--- config.mk ---
export PLATFORM = sky130hd
export DESIGN_NAME = wishbone_dma_engine
export DESIGN_NICKNAME = d
export VERILOG_FILES = /design/src/rtl/wishbone_dma_engine.sv
export SDC_FILE = /design/constraint.sdc
export NUM_CORES = 1
export LEC_CHECK = 0
export CORE_UTILIZATION = 30
export CTS_CLUSTER_DIAMETER = 100
export DETAILED_ROUTE_END_ITERATION = 8
export GPL_TIMING_DRIVEN = 1
export PLACE_DENSITY_LB_ADDON = 0.1
export REMOVE_ABC_BUFFERS = 1
export SLEW_MARGIN = 20
export SYNTH_ARGS = -nofsm -noshare
export SYNTH_HDL_FRONTEND = slang
export SYNTH_SLANG_ARGS = --single-unit
--- constraint.sdc ---
create_clock -name i_clk -period 13.9 [get_ports i_clk]
set_input_delay 1.39 -clock i_clk [delete_from_list [all_inputs] [get_ports i_clk]]
set_output_delay 1.39 -clock i_clk [all_outputs]
set_load 0.05 [all_outputs]
--- src/rtl/wishbone_dma_engine.sv ---
// Memory-to-memory DMA engine: Wishbone master copying len words from src to dst,
// one read followed by one write per word, with per-access timeout and error abort.
module wishbone_dma_engine #(
  parameter int unsigned DATA_WIDTH     = 32,
  parameter int unsigned ADDR_WIDTH     = 32,
  parameter int unsigned LEN_WIDTH      = 16,
  parameter int unsigned TIMEOUT_CYCLES = 256
) (
  input  logic                    i_clk,
  input  logic                    i_rst,
  input  logic                    i_start,
  input  logic [ADDR_WIDTH-1:0]   i_src_addr,
  input  logic [ADDR_WIDTH-1:0]   i_dst_addr,
  input  logic [LEN_WIDTH-1:0]    i_len,
  output logic                    o_wb_cyc,
  output logic                    o_wb_stb,
  output logic                    o_wb_we,
  output logic [ADDR_WIDTH-1:0]   o_wb_adr,
  output logic [DATA_WIDTH-1:0]   o_wb_dat_w,
  output logic [DATA_WIDTH/8-1:0] o_wb_sel,
  input  logic                    i_wb_ack,
  input  logic                    i_wb_err,
  input  logic [DATA_WIDTH-1:0]   i_wb_dat_r,
  output logic [2:0]              o_state,
  output logic                    o_busy,
  output logic                    o_done,
  output logic                    o_err,
  output logic [LEN_WIDTH-1:0]    o_words_done
);

  localparam int unsigned SEL_W  = DATA_WIDTH / 8;
  localparam int unsigned STRIDE = DATA_WIDTH / 8;
  localparam int unsigned TMO_W  = (TIMEOUT_CYCLES > 2) ? $clog2(TIMEOUT_CYCLES) : 1;

  typedef enum logic [2:0] {
    S_IDLE    = 3'd0,
    S_SETUP   = 3'd1,
    S_RD_REQ  = 3'd2,
    S_RD_WAIT = 3'd3,
    S_WR_REQ  = 3'd4,
    S_WR_WAIT = 3'd5,
    S_DONE    = 3'd6,
    S_ERROR   = 3'd7
  } state_t;

  state_t                state_q, state_d;
  logic [ADDR_WIDTH-1:0] src_q, src_d;
  logic [ADDR_WIDTH-1:0] dst_q, dst_d;
  logic [LEN_WIDTH-1:0]  len_q, len_d;
  logic [DATA_WIDTH-1:0] buf_q, buf_d;
  logic [TMO_W-1:0]      tmo_q, tmo_d;
  logic [LEN_WIDTH-1:0]  words_d;
  logic [ADDR_WIDTH-1:0] adr_d;
  logic [DATA_WIDTH-1:0] dat_w_d;
  logic [SEL_W-1:0]      sel_d;
  logic                  cyc_d, we_d, done_d, err_d, busy_d;

  logic in_rd, in_wr, live, acc_ack, acc_err, tmo_hit, last_word, req_d, req_entry;

  // A REQ state entered right after a completed access holds cyc low for one
  // cycle (the grant-release gap); the bus is only "live" while cyc is high.
  always_comb begin
    state_d   = state_q;
    src_d     = src_q;
    dst_d     = dst_q;
    len_d     = len_q;
    buf_d     = buf_q;
    tmo_d     = tmo_q;
    words_d   = o_words_done;
    adr_d     = o_wb_adr;
    dat_w_d   = o_wb_dat_w;
    err_d     = o_err;

    in_rd     = (state_q == S_RD_REQ) || (state_q == S_RD_WAIT);
    in_wr     = (state_q == S_WR_REQ) || (state_q == S_WR_WAIT);
    live      = (in_rd || in_wr) && o_wb_cyc;
    acc_err   = live && i_wb_err;
    acc_ack   = live && i_wb_ack && !i_wb_err;
    tmo_hit   = live && !i_wb_ack && !i_wb_err &&
                (tmo_q == TMO_W'(TIMEOUT_CYCLES - 1));
    last_word = (o_words_done + LEN_WIDTH'(1)) == len_q;

    case (state_q)
      S_IDLE: begin
        if (i_start) begin
          state_d = S_SETUP;
          src_d   = i_src_addr;
          dst_d   = i_dst_addr;
          len_d   = i_len;
          err_d   = 1'b0;
          words_d = '0;
        end
      end
      S_SETUP: state_d = (len_q == '0) ? S_DONE : S_RD_REQ;
      S_RD_REQ, S_RD_WAIT: begin
        if (acc_err || tmo_hit) begin
          state_d = S_ERROR;
        end else if (acc_ack) begin
          state_d = S_WR_REQ;
          buf_d   = i_wb_dat_r;
        end else if (live && (state_q == S_RD_REQ)) begin
          state_d = S_RD_WAIT;
        end
      end
      S_WR_REQ, S_WR_WAIT: begin
        if (acc_err || tmo_hit) begin
          state_d = S_ERROR;
        end else if (acc_ack) begin
          src_d   = src_q + ADDR_WIDTH'(STRIDE);
          dst_d   = dst_q + ADDR_WIDTH'(STRIDE);
          words_d = o_words_done + LEN_WIDTH'(1);
          state_d = last_word ? S_DONE : S_RD_REQ;
        end else if (live && (state_q == S_WR_REQ)) begin
          state_d = S_WR_WAIT;
        end
      end
      S_DONE, S_ERROR: state_d = S_IDLE;
      default:         state_d = S_IDLE;
    endcase

    req_d     = (state_d == S_RD_REQ) || (state_d == S_RD_WAIT) ||
                (state_d == S_WR_REQ) || (state_d == S_WR_WAIT);
    req_entry = ((state_d == S_RD_REQ) || (state_d == S_WR_REQ)) && (state_d != state_q);
    cyc_d     = req_d && !(acc_ack || acc_err);
    we_d      = cyc_d && ((state_d == S_WR_REQ) || (state_d == S_WR_WAIT));
    sel_d     = cyc_d ? {SEL_W{1'b1}} : '0;
    if (cyc_d) begin
      adr_d = we_d ? dst_q : src_q;
    end
    if (we_d) begin
      dat_w_d = buf_q;
    end

    if (req_entry) begin
      tmo_d = '0;
    end else if (live) begin
      tmo_d = tmo_q + TMO_W'(1);
    end

    if (state_d == S_ERROR) begin
      err_d = 1'b1;
    end
    done_d = (state_d == S_DONE);
    busy_d = (state_d != S_IDLE);
  end

  // State and registered outputs; async reset drops the bus immediately.
  always_ff @(posedge i_clk or posedge i_rst) begin
    if (i_rst) begin
      state_q      <= S_IDLE;
      src_q        <= '0;
      dst_q        <= '0;
      len_q        <= '0;
      buf_q        <= '0;
      tmo_q        <= '0;
      o_wb_cyc     <= 1'b0;
      o_wb_stb     <= 1'b0;
      o_wb_we      <= 1'b0;
      o_wb_adr     <= '0;
      o_wb_dat_w   <= '0;
      o_wb_sel     <= '0;
      o_busy       <= 1'b0;
      o_done       <= 1'b0;
      o_err        <= 1'b0;
      o_words_done <= '0;
    end else begin
      state_q      <= state_d;
      src_q        <= src_d;
      dst_q        <= dst_d;
      len_q        <= len_d;
      buf_q        <= buf_d;
      tmo_q        <= tmo_d;
      o_wb_cyc     <= cyc_d;
      o_wb_stb     <= cyc_d;
      o_wb_we      <= we_d;
      o_wb_adr     <= adr_d;
      o_wb_dat_w   <= dat_w_d;
      o_wb_sel     <= sel_d;
      o_busy       <= busy_d;
      o_done       <= done_d;
      o_err        <= err_d;
      o_words_done <= words_d;
    end
  end

  assign o_state = state_q;

endmodule

==> flow_summary.html <==
<table>
<tr><th>Metric</th><th>Value</th></tr>
<tr><th colspan="2">Status</th></tr>
<tr><td>Status</td><td>finished, final reports clean</td></tr>
<tr><th colspan="2">Finish</th></tr>
<tr><td>Final cell count without fillers</td><td>roughly 1,700</td></tr>
<tr><td>Number of nets in the layout</td><td>1,344</td></tr>
<tr><td>Total area of multi-input combinational cells</td><td>around 0.0047 sq mm</td></tr>
<tr><td>Fraction of the core area covered by cells at the end of the flow</td><td>slightly above 40%</td></tr>
<tr><td>Antenna diode instance count</td><td>0</td></tr>
<tr><td>Fraction of layout instances using a drive strength above 1</td><td>8.14%</td></tr>
<tr><td>Sequential cell area</td><td>0.00520 sq mm</td></tr>
<tr><td>Filler Cells Inserted</td><td>between 3,000 and 4,000</td></tr>
<tr><td>Layout overhead on the synthesized area</td><td>32.8%</td></tr>
<tr><th colspan="2">Global route</th></tr>
<tr><td>Via count of the first global-routing pass</td><td>8,436</td></tr>
<tr><td>Overall global routing resource usage</td><td>roughly 18%</td></tr>
<tr><td>Remaining Overflow, GRT</td><td>0</td></tr>
<tr><td>Maximum number of pins on one net before global-route repair</td><td>80</td></tr>
<tr><td>Global routing met2 resource utilization</td><td>about 28%</td></tr>
<tr><td>Busiest layer in global routing</td><td>met2</td></tr>
<tr><td>Met3 track demand over resource</td><td>about 2.4%</td></tr>
<tr><td>Antenna violations before repair</td><td>0</td></tr>
<tr><td>Met1 track demand over resource</td><td>25.2%</td></tr>
<tr><td>Wire length of the first global-routing pass</td><td>about 49,000 microns</td></tr>
<tr><th colspan="2">Yosys</th></tr>
<tr><td>Warnings from Yosys</td><td>0</td></tr>
<tr><td>Top-count cell post-synth</td><td>sky130_fd_sc_hd__dfrtp_1</td></tr>
<tr><td>Area share of fa/ha/maj cells after synthesis</td><td>0.489%</td></tr>
<tr><td>Library cell occupying the most area in the post-synthesis netlist</td><td>sky130_fd_sc_hd__dfrtp_1</td></tr>
<tr><td>Area fraction in compound gates after synthesis</td><td>between 10% and 20%</td></tr>
<tr><td>Avg Synthesized Cell Area</td><td>roughly 9.8 sq um</td></tr>
<tr><td>Cell area after synthesis</td><td>about 0.01 sq mm</td></tr>
<tr><td>EDFF count, synth</td><td>0</td></tr>
<tr><td>Share of synthesized area spent on multiplexers</td><td>~7.3%</td></tr>
<tr><td>Yosys cell types</td><td>62</td></tr>
<tr><td>Synthesis-stage register bit count</td><td>between 200 and 250</td></tr>
<tr><td>Fraction of post-synthesis cell area in the top cell type by area</td><td>between 50 and 60%</td></tr>
<tr><td>Share of the yosys chip area belonging to registers</td><td>around half</td></tr>
<tr><td>Combinational family with the most area after synthesis</td><td>compound AO/OA/AOI/OAI gates</td></tr>
<tr><td>Simple logic cell fraction of the synthesized area</td><td>around 16%</td></tr>
<tr><td>Syn Inst Count</td><td>1,049</td></tr>
<tr><td>Top cells by area in the synthesized netlist</td><td>sky130_fd_sc_hd__dfrtp_1 51%, sky130_fd_sc_hd__nand2_1 5.3%, sky130_fd_sc_hd__a21oi_1 4.0%</td></tr>
<tr><td>Async set-or-reset flop fraction in the synthesized netlist</td><td>between 90% and 100%</td></tr>
<tr><td>Most used flip-flop cell after synthesis</td><td>sky130_fd_sc_hd__dfrtp_1</td></tr>
<tr><td>Share of the synthesized netlist area taken by xor and xnor gates</td><td>2.65%</td></tr>
<tr><td>Commonest cells post-synth</td><td>208 x sky130_fd_sc_hd__dfrtp_1, 146 x sky130_fd_sc_hd__nand2_1, 81 x sky130_fd_sc_hd__a21oi_1</td></tr>
<tr><th colspan="2">STA</th></tr>
<tr><td>Setup-violating endpoint count in the final report</td><td>0</td></tr>
<tr><td>Maximum clock rate</td><td>between 200 and 300 MHz</td></tr>
<tr><td>Final count of hold timing violations</td><td>0</td></tr>
<tr><td>Final worst path period need</td><td>between 3 and 4 ns</td></tr>
<tr><td>Transition time of the tightest slew-check pin</td><td>around 1.1 ns</td></tr>
<tr><td>Summed negative setup slack over all endpoints</td><td>0 ns</td></tr>
<tr><td>Setup repair after global routing missed its margin</td><td>no</td></tr>
<tr><td>Max Transition Viols Final</td><td>0</td></tr>
<tr><td>Share of the cycle needed by the critical path after routing</td><td>roughly 28%</td></tr>
<tr><td>Layout Skew</td><td>~0.0075 ns</td></tr>
<tr><td>Worst rel slew slack</td><td>between 20% and 30%</td></tr>
<tr><th colspan="2">Clock tree</th></tr>
<tr><td>H-tree depth</td><td>1</td></tr>
<tr><td>Clock tree from TritonCTS</td><td>done</td></tr>
<tr><td>Clock latency on the worst-skew pair</td><td>about 0.52 ns</td></tr>
<tr><td>Setup fix buffers added after clock tree synthesis</td><td>0</td></tr>
<tr><td>Inserted Clock Buffers</td><td>26</td></tr>
<tr><td>Clock root buffer master</td><td>sky130_fd_sc_hd__clkbuf_16</td></tr>
<tr><td>CTS Hold Bufs</td><td>0</td></tr>
<tr><td>Post_cts resized</td><td>0</td></tr>
<tr><td>Longest Clk Path Bufs</td><td>3</td></tr>
<tr><td>Worst-path clk slew</td><td>~0.060 ns</td></tr>
<tr><td>Total clock sinks</td><td>approximately 210</td></tr>
<tr><th colspan="2">Power and ir drop</th></tr>
<tr><td>Pwr dens</td><td>between 200 and 250 mW/mm^2</td></tr>
<tr><td>Part of the power in combinational logic</td><td>between 40% and 50%</td></tr>
<tr><td>Leakage power</td><td>a little under 6 nW</td></tr>
<tr><td>Sequential power share</td><td>between 30% and 40%</td></tr>
<tr><td>Clk pwr share</td><td>between 20% and 30%</td></tr>
<tr><td>Max rail drop VDD</td><td>0.000123 V</td></tr>
<tr><td>Cell internal power dissipation</td><td>1.85 mW</td></tr>
<tr><td>Total Power</td><td>3.20 mW</td></tr>
<tr><td>Sw Share</td><td>between 40% and 50%</td></tr>
<tr><td>Switching power of the nets</td><td>1.34 mW</td></tr>
<tr><th colspan="2">Floorplanning</th></tr>
<tr><td>IO Pins</td><td>210</td></tr>
<tr><td>Die width</td><td>approximately 190 microns</td></tr>
<tr><td>Number of core rows</td><td>67</td></tr>
<tr><td>Effective utilization at floorplan</td><td>a little under a third</td></tr>
<tr><td>Placeable Area</td><td>around 0.034 sq mm</td></tr>
<tr><td>Die height</td><td>approximately 190 microns</td></tr>
<tr><td>Die Outline Area</td><td>0.0349 sq mm</td></tr>
<tr><th colspan="2">Placement</th></tr>
<tr><td>Placed insts</td><td>1,643</td></tr>
<tr><td>Placer's final routability congestion estimate</td><td>0.827</td></tr>
<tr><td>Detailed placement HPWL</td><td>20,000 microns</td></tr>
<tr><td>Number of I/O port buffers</td><td>around 210</td></tr>
<tr><th colspan="2">Critical path</th></tr>
<tr><td>CP Data Arrival Time</td><td>4.28 ns</td></tr>
<tr><td>Crit path capture type</td><td>flop</td></tr>
<tr><td>Maximum fanout along the worst path</td><td>33</td></tr>
<tr><td>Required time at the endpoint of the critical path</td><td>around 14 ns</td></tr>
<tr><td>Setup Crit Path Kind</td><td>input pin to flop</td></tr>
<tr><td>Kind of launch point of the worst setup path</td><td>input pin</td></tr>
<tr><th colspan="2">Route</th></tr>
<tr><td>Router iterations before antenna repair</td><td>4</td></tr>
<tr><td>Total wire length</td><td>around 31,000 microns</td></tr>
<tr><td>Total number of vias</td><td>8,583</td></tr>
<tr><td>DRC marker count from the first detailed-route iteration</td><td>576</td></tr>
<tr><td>DRC violations left</td><td>0</td></tr>
<tr><td>Wirelength per Cell</td><td>~18 microns</td></tr>
<tr><td>Antenna viol nets, final</td><td>0</td></tr>
<tr><td>Via density per instance</td><td>~5</td></tr>
<tr><th colspan="2">Hold path</th></tr>
<tr><td>Kind of path behind the tightest hold check</td><td>flop to flop</td></tr>
<tr><th colspan="2">Run</th></tr>
<tr><td>Number of max-cap violations</td><td>0</td></tr>
</table>
placed cells by master (no fill, tap or decap), types with 7 or more instances in the layout:
cell | Yosys | layout
sky130_fd_sc_hd__o22ai_1 | 21 | 21
sky130_fd_sc_hd__xor2_1 | 7 | 7
sky130_fd_sc_hd__and3_1 | 16 | 16
sky130_fd_sc_hd__a22o_1 | 35 | 35
sky130_fd_sc_hd__a21oi_1 | 81 | 81
sky130_fd_sc_hd__xnor2_1 | 24 | 24
sky130_fd_sc_hd__dfrtp_1 | 208 | 208
sky130_fd_sc_hd__a21o_1 | 33 | 33
sky130_fd_sc_hd__nor3_1 | 14 | 14
sky130_fd_sc_hd__o22a_1 | 7 | 7
sky130_fd_sc_hd__o21ai_0 | 78 | 78
sky130_fd_sc_hd__inv_1 | 8 | 7
sky130_fd_sc_hd__o31ai_1 | 8 | 8
sky130_fd_sc_hd__clkbuf_16 | 0 | 27
sky130_fd_sc_hd__nor2_1 | 70 | 70
sky130_fd_sc_hd__mux2_2 | 33 | 33
sky130_fd_sc_hd__a31oi_1 | 10 | 10
sky130_fd_sc_hd__nand4_1 | 11 | 11
sky130_fd_sc_hd__clkdlybuf4s50_1 | 0 | 209
sky130_fd_sc_hd__buf_4 | 7 | 10
sky130_fd_sc_hd__a2bb2oi_1 | 7 | 7
sky130_fd_sc_hd__mux2_1 | 32 | 32
sky130_fd_sc_hd__nand3_1 | 45 | 45
sky130_fd_sc_hd__nand2_1 | 146 | 146
sequential cells by signal, indices dropped and copies added, names as in the netlist, 3 cells and up:
| signal | flops |
|---|---|
| dst_q | 32 |
| buf_q | 32 |
| o_wb_adr | 32 |
| o_state | 3 |
| o_wb_dat_w | 32 |
| o_words_done | 16 |
| tmo_q | 8 |
| src_q | 32 |
| len_q | 16 |
critical path, stage by stage:
cell and delay (ns):
sky130_fd_sc_hd__clkdlybuf4s50_1 0.46, sky130_fd_sc_hd__o21a_1 0.27, sky130_fd_sc_hd__a31oi_1 0.27, sky130_fd_sc_hd__o221ai_2 0.26, sky130_fd_sc_hd__nor2b_4 0.93, sky130_fd_sc_hd__nor2_4 0.40
sky130_fd_sc_hd__a21o_1 0.28
through the flow:
stage          hold WS [ns]  instance area, sq um  setup slack, ns
2_1_floorplan         0.439                  9920             6.83
3_3_place_gp          0.460                 12700             9.48
3_5_place_dp          0.465                 12700             9.45
4_1_cts               0.477                 13600            10.00
5_1_grt               0.496                 13600             9.79
6_report              0.473                 13600            10.02
layer usage:
layer / vias to the layer above / wire [microns]
met5: - / 0
li1: 4149 / -
met1: 4176 / 14600
met2: 217 / 14200
met4: 0 / 629
met3: 41 / 1210
power groups by stage:
| stage | Combinational [mW] | Clock (mW) | Sequential [mW] |
|---|---|---|---|
| 2_1_floorplan | 0.640 | 0 | 1.38 |
| 3_3_place_gp | 1.40 | 0 | 1.10 |
| 4_1_cts | 1.42 | 0.725 | 1.09 |
| 3_5_place_dp | 1.42 | 0 | 1.10 |
| 6_report | 1.40 | 0.704 | 1.09 |
| 5_1_grt | 1.52 | 0.746 | 1.13 |
worst paths after layout:
path	to	slack, ns	depth (start not counted)	from
min reg2reg	o_wb_adr[15]	0.47	1	o_wb_adr[15]
min	o_wb_adr[15]	0.47	1	o_wb_adr[15]
max reg2reg	o_wb_adr[8]	10.37	7	o_state[2]
max in group asynchronous	dst_q[26]	10.35	4	i_rst
max	o_wb_adr[8]	10.02	7	i_wb_err
min in group asynchronous	o_wb_dat_w[8]	1.31	2	i_rst
area by class of cell:
cell class / count / share of cell area (%)
inverter: 8 / 0.276
clock inverter: 8 / 0.846
tap: 448 / 4.12
clock buffer: 38 / 5.71
multi-input combinational: 760 / 34.8
timing repair buffer: 219 / 15.9
sequential: 208 / 38.3
logic make-up after synthesis:
group / Yosys count
compound gates: 310
buf+inv: 81
simple gates: 348
xor+xnor: 31
flops: 208
fa+ha+maj: 4
mux: 67
No activity file was read; power rests on OpenSTA's default activity.
